File: config.mk
export PLATFORM = sky130hd
export DESIGN_NAME = serdes_frame_rx
export DESIGN_NICKNAME = d
export VERILOG_FILES = /design/src/rtl/serdes_frame_rx.sv
export SDC_FILE = /design/constraint.sdc
export NUM_CORES = 1
export LEC_CHECK = 0
export ABC_AREA = 1
export BUFFER_PORTS_ARGS = -buffer_cell sky130_fd_sc_hd__buf_2
export CORE_AREA = 5 5 120 94
export DETAILED_ROUTE_END_ITERATION = 6
export DIE_AREA = 0 0 125 99
export GPL_TIMING_DRIVEN = 1
export MAX_ROUTING_LAYER = met4
export SYNTH_ARGS = -nofsm -noshare
export SYNTH_HDL_FRONTEND = slang
export SYNTH_SLANG_ARGS = --single-unit
File: constraint.sdc
create_clock -name clk -period 2.4 [get_ports clk]
set_clock_uncertainty 0.1 [all_clocks]
set_input_delay 0.48 -clock clk [delete_from_list [all_inputs] [get_ports clk]]
set_output_delay 0.48 -clock clk [all_outputs]
set_load 0.005 [all_outputs]
File: src/rtl/serdes_frame_rx.sv
// serdes_frame_rx: recovers start/data/parity/stop frames from a strobed
// serial line, checks parity and stop bit, and queues good words in a
// small FIFO drained through a valid/ready handshake.
module serdes_frame_rx #(
    parameter int DATA_W     = 8,
    parameter int PARITY_EN  = 1,
    parameter int FIFO_DEPTH = 4,
    parameter int ERR_CNT_W  = 8
) (
    input  logic                 clk,
    input  logic                 rst_n,
    input  logic                 ser_in,
    input  logic                 bit_en,
    input  logic                 clr_err,
    output logic [DATA_W-1:0]    out_data,
    output logic                 out_valid,
    input  logic                 out_ready,
    output logic                 parity_err,
    output logic                 frame_err,
    output logic                 overflow,
    output logic [ERR_CNT_W-1:0] err_count,
    output logic                 busy
);

    localparam int AW = $clog2(FIFO_DEPTH);
    localparam int CW = (DATA_W > 1) ? $clog2(DATA_W) : 1;

    typedef enum logic [2:0] {
        S_IDLE, S_DATA, S_PARITY, S_STOP, S_BREAK
    } state_t;

    state_t                               state_q, state_d;
    logic [DATA_W-1:0]                    shreg_q, shreg_d;
    logic [CW-1:0]                        bcnt_q, bcnt_d;
    logic                                 perr_q, perr_d;
    logic                                 parity_err_q, parity_err_d;
    logic                                 frame_err_q, frame_err_d;
    logic                                 overflow_q, overflow_d;
    logic [ERR_CNT_W-1:0]                 err_cnt_q, err_cnt_d;
    logic [AW:0]                          wptr_q, wptr_d, rptr_q, rptr_d;
    logic [FIFO_DEPTH-1:0][DATA_W-1:0]    mem_q, mem_d;

    logic push, perr_evt, ferr_evt, ovf_evt;
    logic empty, full, pop, wr_en;

    // FSM state register
    always_ff @(posedge clk or negedge rst_n) begin
        if (!rst_n) state_q <= S_IDLE;
        else        state_q <= state_d;
    end

    // FSM next state; only strobed cycles move it
    always_comb begin
        state_d = state_q;
        if (bit_en) begin
            case (state_q)
                S_IDLE:   if (!ser_in) state_d = S_DATA;
                S_DATA:   if (bcnt_q == CW'(DATA_W-1))
                              state_d = (PARITY_EN != 0) ? S_PARITY : S_STOP;
                S_PARITY: state_d = S_STOP;
                S_STOP:   state_d = ser_in ? S_IDLE : S_BREAK;
                S_BREAK:  if (ser_in) state_d = S_IDLE;
                default:  state_d = S_IDLE;
            endcase
        end
    end

    // FSM outputs: stop-bit decisions that drive the FIFO and error logic
    always_comb begin
        push     = 1'b0;
        perr_evt = 1'b0;
        ferr_evt = 1'b0;
        busy     = (state_q != S_IDLE);
        if (bit_en && state_q == S_STOP) begin
            push     = ser_in && !perr_q;
            perr_evt = ser_in && perr_q;
            // a bad stop bit masks any parity failure
            ferr_evt = !ser_in;
        end
    end

    // shift register, bit counter and parity result
    always_comb begin
        shreg_d = shreg_q;
        bcnt_d  = bcnt_q;
        perr_d  = perr_q;
        if (bit_en) begin
            case (state_q)
                S_IDLE: if (!ser_in) begin
                    bcnt_d = '0;
                    perr_d = 1'b0;
                end
                S_DATA: begin
                    // LSB arrives first, so shift in at the top
                    shreg_d = {ser_in, shreg_q[DATA_W-1:1]};
                    if (bcnt_q != CW'(DATA_W-1)) bcnt_d = bcnt_q + CW'(1);
                end
                S_PARITY: perr_d = (^shreg_q) ^ ser_in;
                default: ;
            endcase
        end
    end

    // FIFO control: a pop frees the slot for a same-cycle push when full
    always_comb begin
        empty   = (wptr_q == rptr_q);
        full    = (wptr_q[AW] != rptr_q[AW]) &&
                  (wptr_q[AW-1:0] == rptr_q[AW-1:0]);
        pop     = !empty && out_ready;
        wr_en   = push && (!full || pop);
        ovf_evt = push && full && !pop;
        mem_d   = mem_q;
        if (wr_en) mem_d[wptr_q[AW-1:0]] = shreg_q;
        wptr_d  = wr_en ? wptr_q + {{AW{1'b0}}, 1'b1} : wptr_q;
        rptr_d  = pop   ? rptr_q + {{AW{1'b0}}, 1'b1} : rptr_q;
    end

    // error pulses, sticky overflow and saturating counter; clear wins
    always_comb begin
        parity_err_d = perr_evt;
        frame_err_d  = ferr_evt;
        overflow_d   = overflow_q || ovf_evt;
        err_cnt_d    = err_cnt_q;
        if ((perr_evt || ferr_evt || ovf_evt) && (err_cnt_q != '1))
            err_cnt_d = err_cnt_q + ERR_CNT_W'(1);
        if (clr_err) begin
            overflow_d = 1'b0;
            err_cnt_d  = '0;
        end
    end

    // datapath, FIFO and status registers
    always_ff @(posedge clk or negedge rst_n) begin
        if (!rst_n) begin
            shreg_q      <= '0;
            bcnt_q       <= '0;
            perr_q       <= 1'b0;
            parity_err_q <= 1'b0;
            frame_err_q  <= 1'b0;
            overflow_q   <= 1'b0;
            err_cnt_q    <= '0;
            wptr_q       <= '0;
            rptr_q       <= '0;
            mem_q        <= '0;
        end else begin
            shreg_q      <= shreg_d;
            bcnt_q       <= bcnt_d;
            perr_q       <= perr_d;
            parity_err_q <= parity_err_d;
            frame_err_q  <= frame_err_d;
            overflow_q   <= overflow_d;
            err_cnt_q    <= err_cnt_d;
            wptr_q       <= wptr_d;
            rptr_q       <= rptr_d;
            mem_q        <= mem_d;
        end
    end

    assign out_valid  = !empty;
    assign out_data   = mem_q[rptr_q[AW-1:0]];
    assign parity_err = parity_err_q;
    assign frame_err  = frame_err_q;
    assign overflow   = overflow_q;
    assign err_count  = err_cnt_q;

endmodule

==> results of run 1 <==
==> cell families (layout without fill, tap and decap cells) <==
| group | count (synthesis) | after routing | share of synthesized area |
|---|---|---|---|
| xor gates and xnor gates | 9 | 9 | 0.02540 |
| buffers and inverters | 42 | 77 | 0.06478 |
| adders and majority gates | 8 | 8 | 0.02945 |
| AOI/OAI and AO/OA | 81 | 81 | 0.1487 |
| DFF | 64 | 64 | 0.4711 |
| and+or+nand+nor | 186 | 186 | 0.2606 |
==> sequential cells by signal, indices dropped and copies added, names as in the netlist <==
| name | cells |
|---|---|
| wptr_q | 3 |
| overflow | 1 |
| parity_err | 1 |
| mem_q | 32 |
| shreg_q | 8 |
| err_count | 8 |
| frame_err | 1 |
| bcnt_q | 3 |
| rptr_q | 3 |
| state_q | 3 |
| perr_q | 1 |
==> cells in the mapped netlist (3+ instances only) <==
master,number
clkbuf_1,3
inv_1,28
ha_1,8
nor2_8,5
o21ai_0,31
nand2_1,114
dfrtp_1,64
o21a_1,34
a21oi_1,4
nor2_1,31
nand2_2,7
nand3_1,17
xnor2_1,3
nand4_1,3
xor2_1,5
o22ai_1,8
==> worst max-delay path, stage by stage, from the launching register on <==
cell and delay (ns):
dfrtp_1 0.60, inv_4 0.12, nand2_2 0.08, nand2_2 0.07, nor2_4 0.14, nand2_1 0.10, buf_2 0.15
==> metrics by stage <==
| step | worst slack (ns) | utilization |
|---|---|---|
| finish | 0.2348 | 0.3956 |
| detailed placement | 0.5705 | 0.3647 |
| global placement | 0.5942 | 0.3647 |
| floorplan | 0.7300 | - |
| CTS | 0.2229 | 0.3956 |
| global route | 0.1533 | 0.3956 |
==> per-layer routing <==
layer	vias up	GRT usage	wire [um]
met3	6	0.02925	221
met1	1227	0.1659	3502
met5	-	-	0
met2	38	0.1908	3295
met4	0	0.03583	68
li1	1336	-	-
==> power by group <==
part,switching (W),internal [W],leakage (nW)
logic,0.00112,0.000720,0.971
registers,0.000307,0.00144,0.843
clock network,0.000468,0.000856,0.148
==> area by class of cell <==
cell class,count,area share
Multi-Input combinational cell,284,0.4001
Tap cell,136,0.04315
Timing Repair Buffer,28,0.03997
Clock inverter,5,0.01396
Clock buffer,11,0.06409
Inverter,33,0.03268
Sequential cell,64,0.4061
==> worst paths after layout <==
| path | endpoint | slack [ns] | start |
|---|---|---|---|
| max | out_valid | 0.23 | rptr_q[1] |
| min | err_count[5] | 0.06 | rst_n |
| max reg2reg | err_count[6] | 0.53 | rptr_q[1] |
| min reg2reg | mem_q[8] | 0.39 | mem_q[8] |
| max in group asynchronous | mem_q[4] | 1.85 | rst_n |
| min in group clk | frame_err | 0.29 | ser_in |
==> flow_summary.toml, run 1 <==
[layout]
area_growth_syn_to_layout_pct = 16.01
stdcell_count = 561
antenna_cells = 0
fillCellCount = 966
drive_gt1_frac = 0.1576
final_nets = 434
ff_latch_area_um2 = 1602
multiInputGateArea_um2 = 1578
final_common_cell = "nand2_1"
layout_common_cells = "114 x nand2_1, 64 x dfrtp_1, 34 x o21a_1"
postLayoutCellArea_um2 = 3944

[synth]
synth-main-ff-cell = "dfrtp_1"
synth_edf_count = 0
synth_nets = 404
synth_cell_types = 34
ys_seq_area_frac = 0.4711
synthArstFlopShare = 1.000
avgSynthCellArea_um2 = 8.717
synth_area_um2 = 3400
yosysWarnings = 0
yosys.area.top_type_share = 0.4711
yosysTopAreaCell = "dfrtp_1"
yosys-top-cells-area = "dfrtp_1 47%, nand2_1 13%, o21a_1 7.5%, o21ai_0 4.6%, nor2_1 3.4%"
synthCells = 390
ys_ff_latch = 64

[clock_tree]
htree_levels = 3
root_buffer = "clkbuf_16"
tritoncts = "built"
clock_latency_ns = 0.32
cts.path.max_buffers = 2
cts.sinks = 64
hold_buffers = 0
cts_buffers = 9
clkTransAtPathRegs_ns = 0.05
post_cts_resized = 0
cts_setup_buffers = 0

[worst_setup_path]
reg2reg_depth = 9
worstPathArrival_ns = 1.59
crit_path_max_fanout = 11
worstSetupEndpointType = "output pin"
start_kind = "register"
path_class = "register to output pin"
cp.required_ns = 1.82

[placed_design]
place_hpwl_um = 4918
post-place-cells = 545
placed_cell_area_um2 = 3636
io_buffers = 26
gp_congestion = 0.8598

[global_route]
grt_pass1_vias = 2461
antenna_found_initial = 0
overflow = 0
grtUsageTotal = 0.1246
grt_pass1_wl_um = 12390
grt_max_degree = 65

[run]
drv_cap = 0

[drt]
drt_iter0_markers = 167
wl_um = 7088
avgRoutedWirePerCell_um = 12.63
drc_errors = 0
dr.pass1.iters = 4
ant_nets = 0
num_vias = 2607
routed_via_density = 4.647

[floorplan]
start_util = 0.3410
die_x_um = 125
num_rows = 32
design.core.area_um2 = 9970
die-area_um2 = 12380
ioPinCount = 27
dieHeight_um = 99

[timing]
drv_slew = 0
min_period_ns = 2.165
clock.fmax_mhz = 461.8
setup_viol = 0
setup-tns-final_ns = 0
worst_pin_slew_ns = 0.4359
maxSlewHeadroom = 0.7087
rsz0062_at_grt = "false"
hold_viol = 0
fin_crit_sh = 0.9022
hold-worst-slack_ns = 0.05777

[min_path]
hold_class = "input port to asynchronous set/reset pin"

[pwr]
irDropWorstVdd_uv = 451.7
total_power_w = 0.004914
p_leak_nw = 1.961
power.density_nw_per_um2 = 1246

[status]
status = "completed"
Note: power is estimated with default switching activity, not from simulation.
==> inputs of run 2 (changes only) <==
Settings changed: BUFFER_PORTS_ARGS -buffer_cell sky130_fd_sc_hd__buf_2 to unset, DONT_BUFFER_PORTS set to 1.
Clock period 2.4 ns to 2 ns, I/O delays scaled along.
==> flow_summary.toml, run 2 (synthesized netlist as in run 1, its figures left out) <==
[worst_setup_path]
reg2reg_depth = 9
slowest_delay_ns = 0.43
startpoint = "rptr_q[0]"
worstSetupEndpointType = "output pin"
r2r-end = "err_count[6]"
rrSetupSlack_ns = 0.24
start_kind = "register"
cp.required_ns = 1.50
cp_slowest_cell = "dfrtp_1"
r2r-start = "err_count[0]"
worstPathArrival_ns = 1.40
path_class = "register to output pin"
crit_path_max_fanout = 17
cp_cell_sequence = "buf_4 -> o21ai_0 -> o22ai_1"

[drt]
drt_iter0_markers = 196
ant_nets = 0
dr.pass1.iters = 4
num_vias = 2618
avgRoutedWirePerCell_um = 13.36
routed_via_density = 4.884
wl_um = 7160
drc_errors = 0

[layout]
area_growth_syn_to_layout_pct = 11.89
final_nets = 409
layout_common_cells = "114 x nand2_1, 64 x dfrtp_1, 34 x o21a_1"
largest_reg_flops = 32
drive_gt1_frac = 0.1025
antenna_cells = 0
final_common_cell = "nand2_1"
fillCellCount = 991
top_register = "mem_q"

[timing]
worst_pin_slew_ns = 0.4248
rsz0062_at_grt = "false"
hold_viol = 64
clock.fmax_mhz = 525.2
fin_crit_sh = 0.9520
hold-worst-slack_ns = -0.3349
maxSlewHeadroom = 0.7161
drv_slew = 0
min_period_ns = 1.904
setup-tns-final_ns = 0
setup_viol = 0

[global_route]
grt_pass1_wl_um = 12530
grtUsageTotal = 0.1268
grt_pass1_vias = 2597
overflow = 0
grt_max_degree = 65
antenna_found_initial = 0

[floorplan]
ioPinCount = 27
dieHeight_um = 99
design.core.area_um2 = 9970
num_rows = 32
die_x_um = 125
die-area_um2 = 12380
start_util = 0.3410

[clock_tree]
cts.path.max_buffers = 2
cts.sinks = 64
cts_buffers = 9
clock_latency_ns = 0.33
clkTransAtPathRegs_ns = 0.05
htree_levels = 3
root_buffer = "clkbuf_16"
tritoncts = "built"
cts_setup_buffers = 0

[status]
violations = "negative hold slack"
status = "finished with violations"

[pwr]
power.density_nw_per_um2 = 1516
total_power_w = 0.005766
p_leak_nw = 1.839
irDropWorstVdd_uv = 599.2

[placed_design]
place_hpwl_um = 4890
gp_congestion = 0.7888
io_buffers = 0

[min_path]
hold_class = "input port to asynchronous set/reset pin"

[run]
drv_cap = 0
## run 2: cell count changes in the layout (fill, tap and decap cells not counted)
cell        change
buf_12          -1
nor2_2          +1
clkinvlp_4      -2
buf_2          -26
buf_4           +2
clkbuf_1        +2
nor2_1          -1
## run 2: worst max-delay path by stage
stage                   end  slack (ns)  depth (start not counted)
3_3_place_gp   err_count[6]        0.27                          9
2_1_floorplan   out_data[3]        0.41                          5
6_report        out_data[7]         0.1                          3
3_5_place_dp   err_count[7]        0.27                         10
5_1_grt         out_data[1]        0.03                          3
4_1_cts         out_data[7]        0.07                          4
## run 2: power breakdown
group          internal [W]  total (W)  switching [W]
Sequential          0.00173    0.00207       0.000337
Clock               0.00103    0.00158       0.000555
Combinational      0.000779    0.00211        0.00133
## run 2: final cells by class
type	count	area, um^2	area share
repair buffers	3	22.52	0.005921
clock buffers	13	260.3	0.06842
inverters	33	128.9	0.03388
flip-flops and latches	64	1602	0.4211
well taps	136	170.2	0.04474
multi-input cells	284	1580	0.4155
clock inverters	3	40.04	0.01053
## run 2: what timing repair did
item                                   in CTS  in global routing
setup endpoints to repair                   0                  1
gates resized for setup                     0                  1
endpoints found under the hold margin      64                 64
## run 2: metrics by stage
stage                     setup WS, ns  instance area (um^2)  hold WS, ns    util  std cells
after floorplan                 0.4100                  3400     0.004409       -        390
after CTS                      0.06867                  3801      -0.3438  0.3813        536
after global placement          0.2719                  3501     0.006099  0.3512        520
final                          0.09596                  3804      -0.3349  0.3815        536
after detailed placement        0.2703                  3501     0.005771  0.3512        520
after global routing           0.02746                  3804      -0.3480  0.3815        536
## run 2: layer usage
metal | share of wire | GRT usage
met4 | 0.019 | 0.05917
met2 | 0.48 | 0.2049
met5 | 0 | -
met3 | 0.028 | 0.01842
met1 | 0.47 | 0.1580
## run 2: worst max-delay path, delay by kind of cell (launching register included)
kind,cells,cell delay (ns)
compound gates,2,0.39
buf+inv,1,0.26
flops,1,0.43
